[src/rtl/alu_seq_pkg.sv]
// Shared types and constants for the ALU command sequencer.
// Optional illegal-opcode reporting is enabled with ALU_SEQ_ERR_EN.
package alu_seq_pkg;

  localparam int REG_AW = 2;

  typedef enum logic [1:0] {
    IDLE = 2'd0,
    EXEC = 2'd1,
    RESP = 2'd2
  } alu_seq_state_t;

  localparam logic [3:0] OP_AND     = 4'd0;
  localparam logic [3:0] OP_OR      = 4'd1;
  localparam logic [3:0] OP_XOR     = 4'd2;
  localparam logic [3:0] OP_INC     = 4'd3;
  localparam logic [3:0] OP_DEC     = 4'd4;
  localparam logic [3:0] OP_ADD     = 4'd5;
  localparam logic [3:0] OP_SUB     = 4'd6;
  localparam logic [3:0] OP_NOT     = 4'd7;
  localparam logic [3:0] OP_SHL     = 4'd8;
  localparam logic [3:0] OP_SHR     = 4'd9;
  localparam logic [3:0] OP_MAX_ALU = 4'd9;
  localparam logic [3:0] OP_LOAD    = 4'hF;

  typedef struct packed {
    logic [3:0]        op;
    logic              flag;
    logic [REG_AW-1:0] rd;
    logic [REG_AW-1:0] ra;
    logic [REG_AW-1:0] rb;
  } alu_seq_cmd_t;

endpackage

[src/rtl/alu_seq_regfile.sv]
// 4-entry register file: two async read ports, one write port,
// synchronous active-high clear.
module alu_seq_regfile
  import alu_seq_pkg::*;
#(
  parameter int WIDTH = 4
) (
  input  logic              clk,
  input  logic              clr,
  input  logic              we,
  input  logic [REG_AW-1:0] waddr,
  input  logic [WIDTH-1:0]  wdata,
  input  logic [REG_AW-1:0] raddr_a,
  input  logic [REG_AW-1:0] raddr_b,
  output logic [WIDTH-1:0]  rdata_a,
  output logic [WIDTH-1:0]  rdata_b
);

  logic [WIDTH-1:0] mem [4];

  always_ff @(posedge clk) begin
    if (clr) begin
      for (int i = 0; i < 4; i++) mem[i] <= '0;
    end else if (we) begin
      mem[waddr] <= wdata;
    end
  end

  assign rdata_a = mem[raddr_a];
  assign rdata_b = mem[raddr_b];

endmodule

[src/rtl/alu_seq_ctrl.sv]
// Command sequencer driving an external combinational ALU.
// Define ALU_SEQ_ERR_EN to reject opcodes 'hA-'hE with rsp_err.
module alu_seq_ctrl
  import alu_seq_pkg::*;
#(
  parameter int WIDTH = 4
) (
  input  logic             clk,
  input  logic             rst,
  input  logic             cmd_valid,
  output logic             cmd_ready,
  input  logic [3:0]       cmd_op,
  input  logic             cmd_flag,
  input  logic [1:0]       cmd_rd,
  input  logic [1:0]       cmd_ra,
  input  logic [1:0]       cmd_rb,
  input  logic [WIDTH-1:0] cmd_imm,
  output logic [WIDTH-1:0] alu_a,
  output logic [WIDTH-1:0] alu_b,
  output logic [3:0]       alu_control,
  output logic             alu_flag_in,
  input  logic [WIDTH-1:0] alu_result,
  input  logic             alu_c,
  input  logic             alu_z,
  output logic             rsp_valid,
  input  logic             rsp_ready,
  output logic [WIDTH-1:0] rsp_result,
  output logic             rsp_c,
  output logic             rsp_z,
  output logic             rsp_err
);

  alu_seq_state_t   state;
  alu_seq_cmd_t     cmd_q;
  logic [WIDTH-1:0] imm_q;
  logic [WIDTH-1:0] rd_a;
  logic [WIDTH-1:0] rd_b;
  logic [WIDTH-1:0] wdata;
  logic             is_load;
  logic             illegal;
  logic             alu_go;
  logic             we;
  logic [WIDTH-1:0] res_n;
  logic             c_n;
  logic             z_n;

  alu_seq_regfile #(.WIDTH(WIDTH)) u_rf (
    .clk     (clk),
    .clr     (rst),
    .we      (we),
    .waddr   (cmd_q.rd),
    .wdata   (wdata),
    .raddr_a (cmd_q.ra),
    .raddr_b (cmd_q.rb),
    .rdata_a (rd_a),
    .rdata_b (rd_b)
  );

  always_comb begin
    is_load = (cmd_q.op == OP_LOAD);
`ifdef ALU_SEQ_ERR_EN
    illegal = !is_load && (cmd_q.op > OP_MAX_ALU);
`else
    illegal = 1'b0;
`endif
    alu_go = (state == EXEC) && !is_load && !illegal;
    we     = (state == EXEC) && !illegal;
    wdata  = is_load ? imm_q : alu_result;
    res_n  = alu_result;
    c_n    = alu_c;
    z_n    = alu_z;
    unique case (1'b1)
      is_load: begin
        res_n = imm_q;
        c_n   = 1'b0;
        z_n   = (imm_q == '0);
      end
      illegal: begin
        res_n = '0;
        c_n   = 1'b0;
        z_n   = 1'b0;
      end
      default: ;
    endcase
  end

  assign cmd_ready   = (state == IDLE);
  assign rsp_valid   = (state == RESP);
  assign alu_a       = alu_go ? rd_a : '0;
  assign alu_b       = alu_go ? rd_b : '0;
  assign alu_control = alu_go ? cmd_q.op : 4'd0;
  assign alu_flag_in = alu_go & cmd_q.flag;

  always_ff @(posedge clk) begin
    if (rst) begin
      state      <= IDLE;
      cmd_q      <= '0;
      imm_q      <= '0;
      rsp_result <= '0;
      rsp_c      <= 1'b0;
      rsp_z      <= 1'b0;
    end else begin
      unique case (state)
        IDLE: begin
          if (cmd_valid) begin
            cmd_q.op   <= cmd_op;
            cmd_q.flag <= cmd_flag;
            cmd_q.rd   <= cmd_rd;
            cmd_q.ra   <= cmd_ra;
            cmd_q.rb   <= cmd_rb;
            imm_q      <= cmd_imm;
            state      <= EXEC;
          end
        end
        EXEC: begin
          rsp_result <= res_n;
          rsp_c      <= c_n;
          rsp_z      <= z_n;
          state      <= RESP;
        end
        RESP: begin
          if (rsp_ready) state <= IDLE;
        end
        default: state <= IDLE;
      endcase
    end
  end

`ifdef ALU_SEQ_ERR_EN
  logic err_q;

  always_ff @(posedge clk) begin
    if (rst) begin
      err_q <= 1'b0;
    end else if (state == EXEC) begin
      err_q <= illegal;
    end
  end

  assign rsp_err = err_q;
`else
  assign rsp_err = 1'b0;
`endif

endmodule

[config.mk]
export PLATFORM = sky130hd
export DESIGN_NAME = alu_seq_ctrl
export DESIGN_NICKNAME = d
export VERILOG_FILES = /design/src/rtl/alu_seq_pkg.sv /design/src/rtl/alu_seq_regfile.sv /design/src/rtl/alu_seq_ctrl.sv
export SDC_FILE = /design/constraint.sdc
export NUM_CORES = 1
export LEC_CHECK = 0
export BUFFER_PORTS_ARGS = -buffer_cell sky130_fd_sc_hd__buf_2
export CAP_MARGIN = 25
export CORE_MARGIN = 2
export CORE_UTILIZATION = 40
export DETAILED_ROUTE_END_ITERATION = 10
export HOLD_SLACK_MARGIN = 0.1
export SLEW_MARGIN = 20
export SYNTH_ARGS = -nofsm -noshare
export SYNTH_HDL_FRONTEND = slang
export SYNTH_SLANG_ARGS = --single-unit
[constraint.sdc]
create_clock -name clk -period 3.6 [get_ports clk]
set_clock_uncertainty 0.2 [all_clocks]
set_input_delay 0.72 -clock clk [delete_from_list [all_inputs] [get_ports clk]]
set_output_delay 0.72 -clock clk [all_outputs]
set_load 0.02 [all_outputs]
# ---- Word-level counts from Yosys, hierarchy flattened
# Memories as Yosys holds them, arrays and structs flattened. A register that Yosys moved wholly into a read port is not among the register bits.
# Index checks and enable logic that the tools add are counted.
dict set report totals {
  register_bits 23
  ram_bits 16
  in_bits 25
  mem_count 1
}
# memory depth word_bits read_ports rd_clocked_by_memory_dff write_ports line
set mem_list {}
lappend mem_list {u_rf.mem 4 4 2 2 4 alu_seq_regfile.sv:19} ;# logic [WIDTH-1:0] mem [4];
dict set report classes {
  n_eq_ne 5
  n_mux 21
  bitwise_logic 1
  reduce_logical 7
}
# cell n
set op_table {}
lappend op_table {{4-bit two-way mux} 5}
lappend op_table {{2-bit two-way mux} 7}
lappend op_table {{1-bit two-way mux} 8}
lappend op_table {{2-bit case mux with 3 select lines} 1}
lappend op_table {{4-bit == test, second input constant} 1}
lappend op_table {{4-bit logical NOT} 1}
lappend op_table {{2-bit AND reduction} 2}
lappend op_table {{4-bit OR reduction} 1}
lappend op_table {{2-bit by 1-bit == test with 1-bit output, second input constant} 1}
lappend op_table {{2-bit == test, second input constant} 1}
lappend op_table {{2-bit logical NOT} 1}
lappend op_table {{2-bit by 1-bit != test with 1-bit output, second input constant} 1}
lappend op_table {{2-bit != test, second input constant} 1}
lappend op_table {{1-bit bitwise AND} 1}
lappend op_table {{1-bit logical AND} 1}
lappend op_table {{1-bit logical NOT} 1}

# ---- Depth between registers and ports, before layout
# Gate-level depths: netlist of run 1.
dict set report logic_depth {
  word_depth 6
  ltp_mapped 5
  depth_no_buf 3
}

# ---- Hierarchy
# Synthesis of run 1 repeated with hierarchy kept, for this count alone.
dict set report hier_totals {
  hier_cells 157
  area_unflattened_um2 1914.3
}
# mod instances cells_per_inst area_each_um2 seq_area_each_um2
set by_module_without_submodules {}
lappend by_module_without_submodules {alu_seq_ctrl 1 107 1034.7 460.4}
lappend by_module_without_submodules {alu_seq_regfile 1 50 879.6 480.5}

# ---- Worst setup path before layout of run 1
# No wires, ideal clock.
dict set report synth_path {
  path_kind {register -> output}
  start {reg (tool-made name)}
  end {out alu_a[0]}
  t_arrival_ps 1206
  required_ps 2680
  setup_slack_ps 1474
  stages_incl_launch_ff 3
  path_buffers 0
  cell_sequence {dfxtp_1 -> mux4_1 -> and3_1}
}
# item line
set synth_rtl {}
lappend synth_rtl {{end: declaration} alu_seq_ctrl.sv:18} ;# output logic [WIDTH-1:0] alu_a,

==> results of run 1 <==
[cell usage in the layout (no fill, tap or decap)]
master / count
mux4_1: 4
nand3_1: 3
nand2_1: 2
a21oi_1: 2
nor4_1: 1
buf_2: 45
nor2_1: 34
clkinv_2: 1
buf_4: 1
conb_1: 1
mux4_2: 4
and2b_1: 1
and3_1: 13
nor3b_2: 1
nor2b_1: 2
dfxtp_1: 27
edfxtp_1: 16
nand2b_1: 5
and2b_4: 1
nand4_4: 1
clkbuf_1: 2
mux2i_1: 20
a31o_2: 1
nor3_1: 5
a211oi_1: 5
clkbuf_8: 5
[metrics by stage]
step | utilization (%) | cell area, sq um | power, mW | setup WS [ns] | hold slack [ns]
6_report | 47.5 | 2220 | 0.971 | 1.04 | 0.264
3_3_place_gp | 45.8 | 2130 | 0.690 | 1.38 | 0.244
5_1_grt | 47.5 | 2220 | 1.02 | 0.947 | 0.288
2_1_floorplan | - | 1900 | 0.659 | 1.47 | 0.252
4_1_cts | 47.5 | 2220 | 0.980 | 1.01 | 0.263
3_5_place_dp | 45.8 | 2130 | 0.697 | 1.33 | 0.250
[worst min-delay path, stage by stage (launching register included)]
cell     delay (ns)
dfxtp_1        0.32
nand2_1        0.06
a21oi_1        0.05
[logic make-up (layout without fill, tap and decap cells)]
family,Yosys count,in the layout
buffers and inverters,10,54
DFF,43,43
muxes,28,28
and+or+nand+nor,69,69
AOI/OAI and AO/OA,8,8
other,1,1
[worst paths after layout]
path	start	to	slack, ns	depth (start not counted)
max	flop	alu_a[0]	1.04	3
min	rsp_c	rsp_c	0.26	2
max reg2reg	cmd_q[8]	u_rf.mem[3][3]	1.71	3
min reg2reg	rsp_c	rsp_c	0.26	2
[sequential cells by signal, indices dropped and copies added (netlist names), named ones only]
name,count
rsp_c,1
u_rf.mem,16
rsp_result,4
rsp_z,1
imm_q,4
state,2
cmd_q,11
[routing by layer]
metal / global-route usage, % / up-vias
met3: 4.28 / 5
met1: 19.3 / 623
met2: 28.7 / 53
met4: 4.73 / 0
li1: - / 660
met5: 0 / -
[cell type report]
class | count | area share, %
Sequential cell | 43 | 46.1
Clock inverter | 1 | 0.226
Timing Repair Buffer | 46 | 10.5
Clock buffer | 7 | 3.44
Tap cell | 54 | 3.05
Multi-Input combinational cell | 106 | 36.7
[power by group]
group / total [mW] / switching [mW] / internal (mW)
sequential: 0.557 / 0.0235 / 0.533
clock: 0.286 / 0.150 / 0.136
combinational: 0.127 / 0.0677 / 0.0597
total: 0.971 / 0.241 / 0.729
==> flow_summary.json, run 1 <==
{
  "synthSimpleGateAreaFrac_pct": 18.8,
  "fmax_ghz": 0.390,
  "critPathMaxFanout": 4,
  "path_cells": "mux4_1, and3_1, buf_2",
  "rows": 25,
  "vias_per_cell": 5.22,
  "dieHeight_um": 73.0,
  "h-tree-depth": 2,
  "crit_family": "multiplexers",
  "ys_top_cells_by_count": "34 x nor2_1, 27 x dfxtp_1, 20 x mux2i_1",
  "synth_flop_cell": "dfxtp_1",
  "report.final.slew_viol_count": 0,
  "yosysMostFrequentCell": "nor2_1",
  "yosysTopAreaCell": "dfxtp_1",
  "synthXorXnorAreaFrac_pct": 0,
  "highest_layer": "met4",
  "overflow": 0,
  "min_period_ns": 2.56,
  "postCtsSetupRepairBufs": 0,
  "cp-end-kind": "primary output",
  "grt_pass1_wl_um": 6480,
  "setup-tns-final_ns": 0,
  "routed-wl-met2_um": 1930,
  "drtIter0Drc": 39,
  "ant_nets": 0,
  "gp_congestion": 0.819,
  "wl_met3_um": 221,
  "met1_length_um": 1770,
  "cts_tree": "yes",
  "drv_cap": 0,
  "clock_latency_ns": 0.29,
  "start_util_pct": 40.8,
  "cp-start-kind": "flop",
  "worst_slew_pin_slew_ns": 0.653,
  "p_leak_nw": 1.03,
  "synth.cell_area_sq_um": 1900,
  "grt_max_degree": 34,
  "layout.nets": 227,
  "relSlewSlack_pct": 55.2,
  "cts_buffers": 5,
  "min_path_type": "reg2reg",
  "yosysTopAreaCellShare_pct": 28.4,
  "syn_nets": 184,
  "synthToLayoutAreaGrowth_pct": 16.5,
  "crit_path_top_delay_cell": "mux4_1",
  "fin_cells": 257,
  "fin_crit_sh_pct": 71.2,
  "clk_path_buf_depth": 2,
  "pin_count": 47,
  "n_antenna_cell": 0,
  "ys_ff_latch": 43,
  "critical_path_buf_inv_count": 1,
  "ir_drop_v": 0.000211,
  "grt_use_total_pct": 16.2,
  "path_clk_slew_ns": 0.07,
  "fill_cells": 451,
  "synth_top_family_by_area": "multiplexers",
  "synthTopCellsByArea": "dfxtp_1 28%, edfxtp_1 25%, mux2i_1 11%",
  "ys_warn_count": 0,
  "rsz0062_at_grt": "false",
  "chipWidth_um": 73.0,
  "drive_gt1_share_pct": 29.6,
  "wl_per_cell_um": 15.4,
  "synthCells": 159,
  "seqCellArea_sq_um": 1020,
  "portBuffers": 45,
  "hpwlAfterDp_um": 2930,
  "die_area_sq_um": 5320,
  "slowest_delay_ns": 0.58,
  "first_pass_iters": 4,
  "powerDensity_nw_per_um2": 438,
  "synth.distinct_cells": 26,
  "synthMuxAreaShare_pct": 20.8,
  "arrival_ns": 1.64,
  "synth_edf_count": 16,
  "hold_viol_final": 0,
  "multi_input_area_sq_um": 813,
  "cts_hold_buf": 0,
  "crit_type": "reg2out",
  "grt_pass1_vias": 1316,
  "cts_resized": 0,
  "coreArea_sq_um": 4660,
  "seq_area_frac_synth_pct": 53.7,
  "drc": 0,
  "vias": 1341,
  "cts_sinks": 43,
  "antenna_found_initial": 0,
  "setup_viol": 0,
  "critPathRequiredTime_ns": 2.68,
  "async_reset_ff_share_pct": 0,
  "synth-compound-area-share_pct": 2.96,
  "routed_wl_um": 3950,
  "synthAdderAreaFrac_pct": 0,
  "ctsRootBufferMaster": "clkbuf_8",
  "dpl.cell_count": 249,
  "status": "complete, no violations",
  "postSynthAreaPerCell_sq_um": 12.0
}
No activity file was read; power rests on OpenSTA's default activity.
==> run 2: changes to the inputs <==
--- a/config.mk
+++ b/config.mk
@@ -11,6 +11,7 @@
 export CORE_UTILIZATION = 40
 export DETAILED_ROUTE_END_ITERATION = 10
 export HOLD_SLACK_MARGIN = 0.1
+export PLACE_DENSITY = 0.65
 export SLEW_MARGIN = 20
 export SYNTH_ARGS = -nofsm -noshare
 export SYNTH_HDL_FRONTEND = slang
==> constraint.sdc (replaced) <==
create_clock -name clk -period 2.2 [get_ports clk]
set_clock_uncertainty 0.2 [all_clocks]
set_input_delay 0.44 -clock clk [delete_from_list [all_inputs] [get_ports clk]]
set_output_delay 0.44 -clock clk [all_outputs]
set_load 0.02 [all_outputs]
==> run 2 against run 1 <==
Against the previous run:
- worst hold slack got worse by 0.088 ns
- non-clock buffer count is 2 higher
- sequential share of layout area decreased by 2.0 points
- combinational power grew 72%
- total power increased by 86%
- largest cell class unchanged
- largest power group unchanged
==> flow_summary.json, run 2 (synthesized netlist as in run 1, its figures left out) <==
{
  "status": "complete, no violations",
  "p_clk_share_pct": 37.4,
  "rsz0062_at_grt": "true",
  "fin_cells": 260,
  "drv_cap": 0,
  "cts_sinks": 43,
  "fmax_ghz": 0.464,
  "place_area_sq_um": 2150,
  "p_comb_share_pct": 12.1,
  "first_pass_iters": 4,
  "critPathMaxFanout": 2,
  "drc": 0,
  "pin_count": 47,
  "vias_per_cell": 5.03,
  "power_mw": 1.81,
  "grtUsageMet2_pct": 23.9,
  "critPathRequiredTime_ns": 1.56,
  "crit_family": "multiplexers",
  "path_cells": "mux4_2, and3_1, buf_2",
  "relSlewSlack_pct": 63.9,
  "synthToLayoutAreaGrowth_pct": 22.7,
  "grt_use_total_pct": 15.4,
  "vias": 1309,
  "hpwlAfterDp_um": 2820,
  "fin_crit_sh_pct": 98.0,
  "min_period_ns": 2.16,
  "wl_per_cell_um": 14.6,
  "slowest_delay_ns": 0.48,
  "grt_pass1_vias": 1283,
  "grt_most_used_layer": "met2",
  "clk_path_buf_depth": 2,
  "finish.instance_area_sq_um": 2330,
  "final_common_cell": "buf_2",
  "clock_latency_ns": 0.29,
  "die_area_sq_um": 5320,
  "ir_drop_v": 0.000349,
  "cp-start-kind": "flop",
  "crit_path_top_delay_cell": "mux4_2",
  "report.final.slew_viol_count": 0,
  "ctsRootBufferMaster": "clkbuf_8",
  "antenna_found_initial": 0,
  "worst_slew_pin_slew_ns": 0.526,
  "critical_path_buf_inv_count": 1,
  "p_sw_mw": 0.419,
  "cts_hold_buf": 0,
  "setup_viol": 0,
  "use_met3_pct": 5.80,
  "layout.nets": 230,
  "power.internal_mw": 1.39,
  "dp_slack_ns": 0.189,
  "regMostFlops": "u_rf.mem",
  "overflow": 0,
  "crit_type": "reg2out",
  "cp-end-kind": "primary output",
  "dieHeight_um": 73.0,
  "grtUsageMet1_pct": 20.2,
  "mostFrequentLayoutCells": "40 x buf_2, 34 x nor2_1, 25 x dfxtp_1",
  "cts_tree": "yes",
  "portBuffers": 45,
  "reg2reg_setup_slack_ns": 0.37,
  "setup_ws_ns": 0.0446,
  "path_clk_slew_ns": 0.08,
  "coreArea_sq_um": 4660,
  "grt_pass1_wl_um": 6190,
  "powerDensity_nw_per_um2": 774,
  "pwr-share-seq_pct": 50.5,
  "min_path_type": "in2reg",
  "drtIter0Drc": 39,
  "chipWidth_um": 73.0,
  "routed_wl_um": 3790,
  "p_leak_nw": 1.04,
  "ant_nets": 0,
  "hold_viol_final": 0,
  "rows": 25,
  "switching_share_pct": 23.2,
  "grt_max_degree": 26,
  "drive_gt1_share_pct": 36.4,
  "dpl.cell_count": 251,
  "arrival_ns": 1.52,
  "h-tree-depth": 2,
  "n_antenna_cell": 0,
  "reg_top3": "u_rf.mem (16), cmd_q (11)",
  "cts_buffers": 5,
  "start_util_pct": 40.8,
  "gp_congestion": 0.744,
  "largest_reg_flops": 16
}
-- run 2: cell types whose count changed in the layout (fill, tap and decap cells not counted), sizes merged --
cell and delta:
buf +2, and2b +1, clkinv -1, clkinvlp +1
clkbuf -1, bufinv +1
-- run 2: path summary, 6_finish.rpt --
check	end	startpoint	cells past startpoint
max	alu_b[1]	u_rf.mem[3][1]	3
max reg2reg	u_rf.mem[2][3]	cmd_q[9]	3
min	cmd_q[10]	cmd_op[3]	3
min reg2reg	rsp_c	rsp_c	2
-- run 2: through the flow --
step	hold WS [ns]	setup TNS (ns)	util, %
detailed placement	0.250	0	46.1
finish	0.177	0	50.1
CTS	0.169	0	48.8
global placement	0.238	0	46.1
floorplan	0.252	0	-
global route	0.184	-0.0255	50.1
-- run 2: layout make-up --
cell class	instances	area, sq um
sequential	43	1030
tap	54	67.6
fill	434	2330
clock inverter	2	37.5
multi-input combinational	107	831
timing repair buffer	48	275
clock buffer	6	93.8
-- run 2: power by group through the flow --
stage / Sequential (mW) / Clock, mW / Combinational, mW
detailed placement: 0.930 / 0 / 0.209
floorplan: 0.927 / 0 / 0.151
global route: 0.920 / 0.721 / 0.238
global placement: 0.927 / 0 / 0.207
CTS: 0.912 / 0.692 / 0.212
finish: 0.913 / 0.676 / 0.218
-- run 2: layer usage --
metal	vias up	part of all wire [%]
met1	599	45
li1	664	-
met3	7	6.0
met5	-	0
met2	39	47
met4	0	1.2
-- run 2: repair_timing --
action,4_1_cts,5_1_grt
buffers inserted,0,0
gates resized for setup,9,13
hold endpoints to repair,0,0
cloned,0,1
pin swaps,0,1
endpoints found under the setup margin,8,11
-- run 2: worst reg2reg max path, stage by stage, from the launching register on --
cell	delay (ns)
dfxtp_1	0.41
nand4_4	0.30
mux2i_1	0.54
nor2_1	0.12
==> run 3: changes to the inputs <==
--- a/config.mk
+++ b/config.mk
@@ -12,6 +12,7 @@
 export DETAILED_ROUTE_END_ITERATION = 10
 export HOLD_SLACK_MARGIN = 0.1
 export PLACE_DENSITY = 0.65
+export RECOVER_POWER = 50
 export SLEW_MARGIN = 20
 export SYNTH_ARGS = -nofsm -noshare
 export SYNTH_HDL_FRONTEND = slang
==> run 3 against run 2 <==
Against the previous run:
- sequential power is essentially flat
- setup slack worse by 0.0040 ns
- first-iteration DRC count decreased by 13%
- utilization is 0.32 points lower
==> flow_summary.json, run 3 (synthesized netlist as in run 1, its figures left out) <==
{
  "regMostFlops": "u_rf.mem",
  "chipWidth_um": 73.0,
  "grt_pass1_vias": 1283,
  "cts_sinks": 43,
  "hold_viol_final": 0,
  "n_antenna_cell": 0,
  "cp-end-kind": "primary output",
  "min_path_type": "in2reg",
  "place_area_sq_um": 2150,
  "postLayoutCoreUtil_pct": 49.7,
  "status": "complete, no violations",
  "first_pass_iters": 4,
  "critical_path_buf_inv_count": 1,
  "reg2reg_setup_slack_ns": 0.37,
  "postCtsSetupRepairBufs": 0,
  "fin_cells": 260,
  "path_clk_slew_ns": 0.08,
  "critPathMaxFanout": 2,
  "overflow": 0,
  "crit_path_top_delay_cell": "mux4_2",
  "antenna_found_initial": 0,
  "fmax_ghz": 0.463,
  "r2r.worst_path.cells": 3,
  "r2r-end": "u_rf.mem[2][3]",
  "grt_max_degree": 26,
  "p_leak_nw": 1.02,
  "drc": 0,
  "min_to": "cmd_q[10]",
  "clk_path_buf_depth": 2,
  "cp-start-kind": "flop",
  "setup-tns-final_ns": 0,
  "slowest_delay_ns": 0.48,
  "crit_family": "multiplexers",
  "cts_tree": "yes",
  "powerDensity_nw_per_um2": 778,
  "report.final.slew_viol_count": 0,
  "h-tree-depth": 2,
  "drtIter0Drc": 34,
  "portBuffers": 45,
  "critPathRequiredTime_ns": 1.56,
  "arrival_ns": 1.52,
  "ant_nets": 0,
  "drive_gt1_share_pct": 33.0,
  "dieHeight_um": 73.0,
  "grt_use_total_pct": 15.4,
  "start_util_pct": 40.8,
  "routed_wl_um": 3780,
  "gp_congestion": 0.744,
  "ctsRootBufferMaster": "clkbuf_8",
  "dpl.cell_count": 251,
  "pin_count": 47,
  "ir_drop_v": 0.000349,
  "rows": 25,
  "cts_hold_buf": 0,
  "r2r-start": "cmd_q[9]",
  "layout.nets": 230,
  "rsz0062_at_grt": "true",
  "setup_viol": 0,
  "vias": 1315,
  "mostFrequentLayoutCells": "34 x nor2_1, 34 x buf_2, 25 x dfxtp_1",
  "coreArea_sq_um": 4660,
  "largest_reg_flops": 16,
  "finish.instance_area_sq_um": 2320,
  "hpwlAfterDp_um": 2820,
  "crit_type": "reg2out",
  "grt_pass1_wl_um": 6190,
  "relSlewSlack_pct": 64.0,
  "fin_crit_sh_pct": 98.2,
  "drv_cap": 0,
  "reg_top3": "u_rf.mem (16), cmd_q (11)",
  "vias_per_cell": 5.06,
  "worst_slew_pin_slew_ns": 0.525,
  "die_area_sq_um": 5320,
  "wl_per_cell_um": 14.5,
  "holdWs_ns": 0.177,
  "dp_slack_ns": 0.189,
  "power_mw": 1.80,
  "synthToLayoutAreaGrowth_pct": 21.9,
  "min_from": "cmd_op[3]",
  "path_cells": "mux4_2, and3_4, buf_6",
  "worstHoldPathCells": 3,
  "min_period_ns": 2.16,
  "setup_ws_ns": 0.0406,
  "fill_cells": 437,
  "clock_latency_ns": 0.29,
  "cts_buffers": 5
}
-- run 3: cell count changes in the layout (fill, tap and decap cells not counted) --
cell      delta
nor3b_1      +1
buf_2        -6
clkbuf_1     +6
clkbuf_2     +1
buf_4        -1
nor3b_2      -1
-- run 3: how the worst max path moves through the flow --
stage | from | to | cells past startpoint | slack [ns]
floorplan | flop | alu_a[0] | 2 | 0.35
CTS | u_rf.mem[0][0] | alu_b[0] | 3 | 0.001
global placement | flop | alu_a[0] | 3 | 0.24
detailed placement | flop | alu_b[0] | 3 | 0.19
global route | flop | alu_a[3] | 3 | -0.008
finish | u_rf.mem[0][0] | alu_b[0] | 3 | 0.04
-- run 3: repair_timing --
| action | in CTS | in global routing |
|---|---|---|
| pin swaps | 0 | 1 |
| endpoints found under the setup margin | 8 | 11 |
| gates resized for setup | 9 | 13 |
| cloned | 0 | 1 |
-- run 3: worst register-to-register path, cell delays in order, from the launching register on --
cell and delay [ns]:
dfxtp_1 0.41, nand4_4 0.30, mux2i_1 0.54, nor2_1 0.12
-- run 3: final cells by class --
type	instances	area [sq um]	share of cell area [%]
flip-flops and latches	43	1030	44.4
well taps	54	67.6	2.91
clock buffers	6	93.8	4.05
clock inverters	2	37.5	1.62
repair buffers	48	265	11.4
multi-input cells	107	826	35.6
-- run 3: power breakdown --
| part | total, mW | switching [mW] | internal [mW] |
|---|---|---|---|
| combinational | 0.214 | 0.109 | 0.105 |
| sequential | 0.912 | 0.0405 | 0.872 |
| clock | 0.676 | 0.269 | 0.407 |
-- run 3: per-layer routing --
layer  GRT usage, %  vias up  wire length (um)
met5              0        -                 0
met3           5.80        7               228
met1           20.2      604              1720
met4           4.73        0                44
li1               -      665                 -
met2           23.9       39              1790
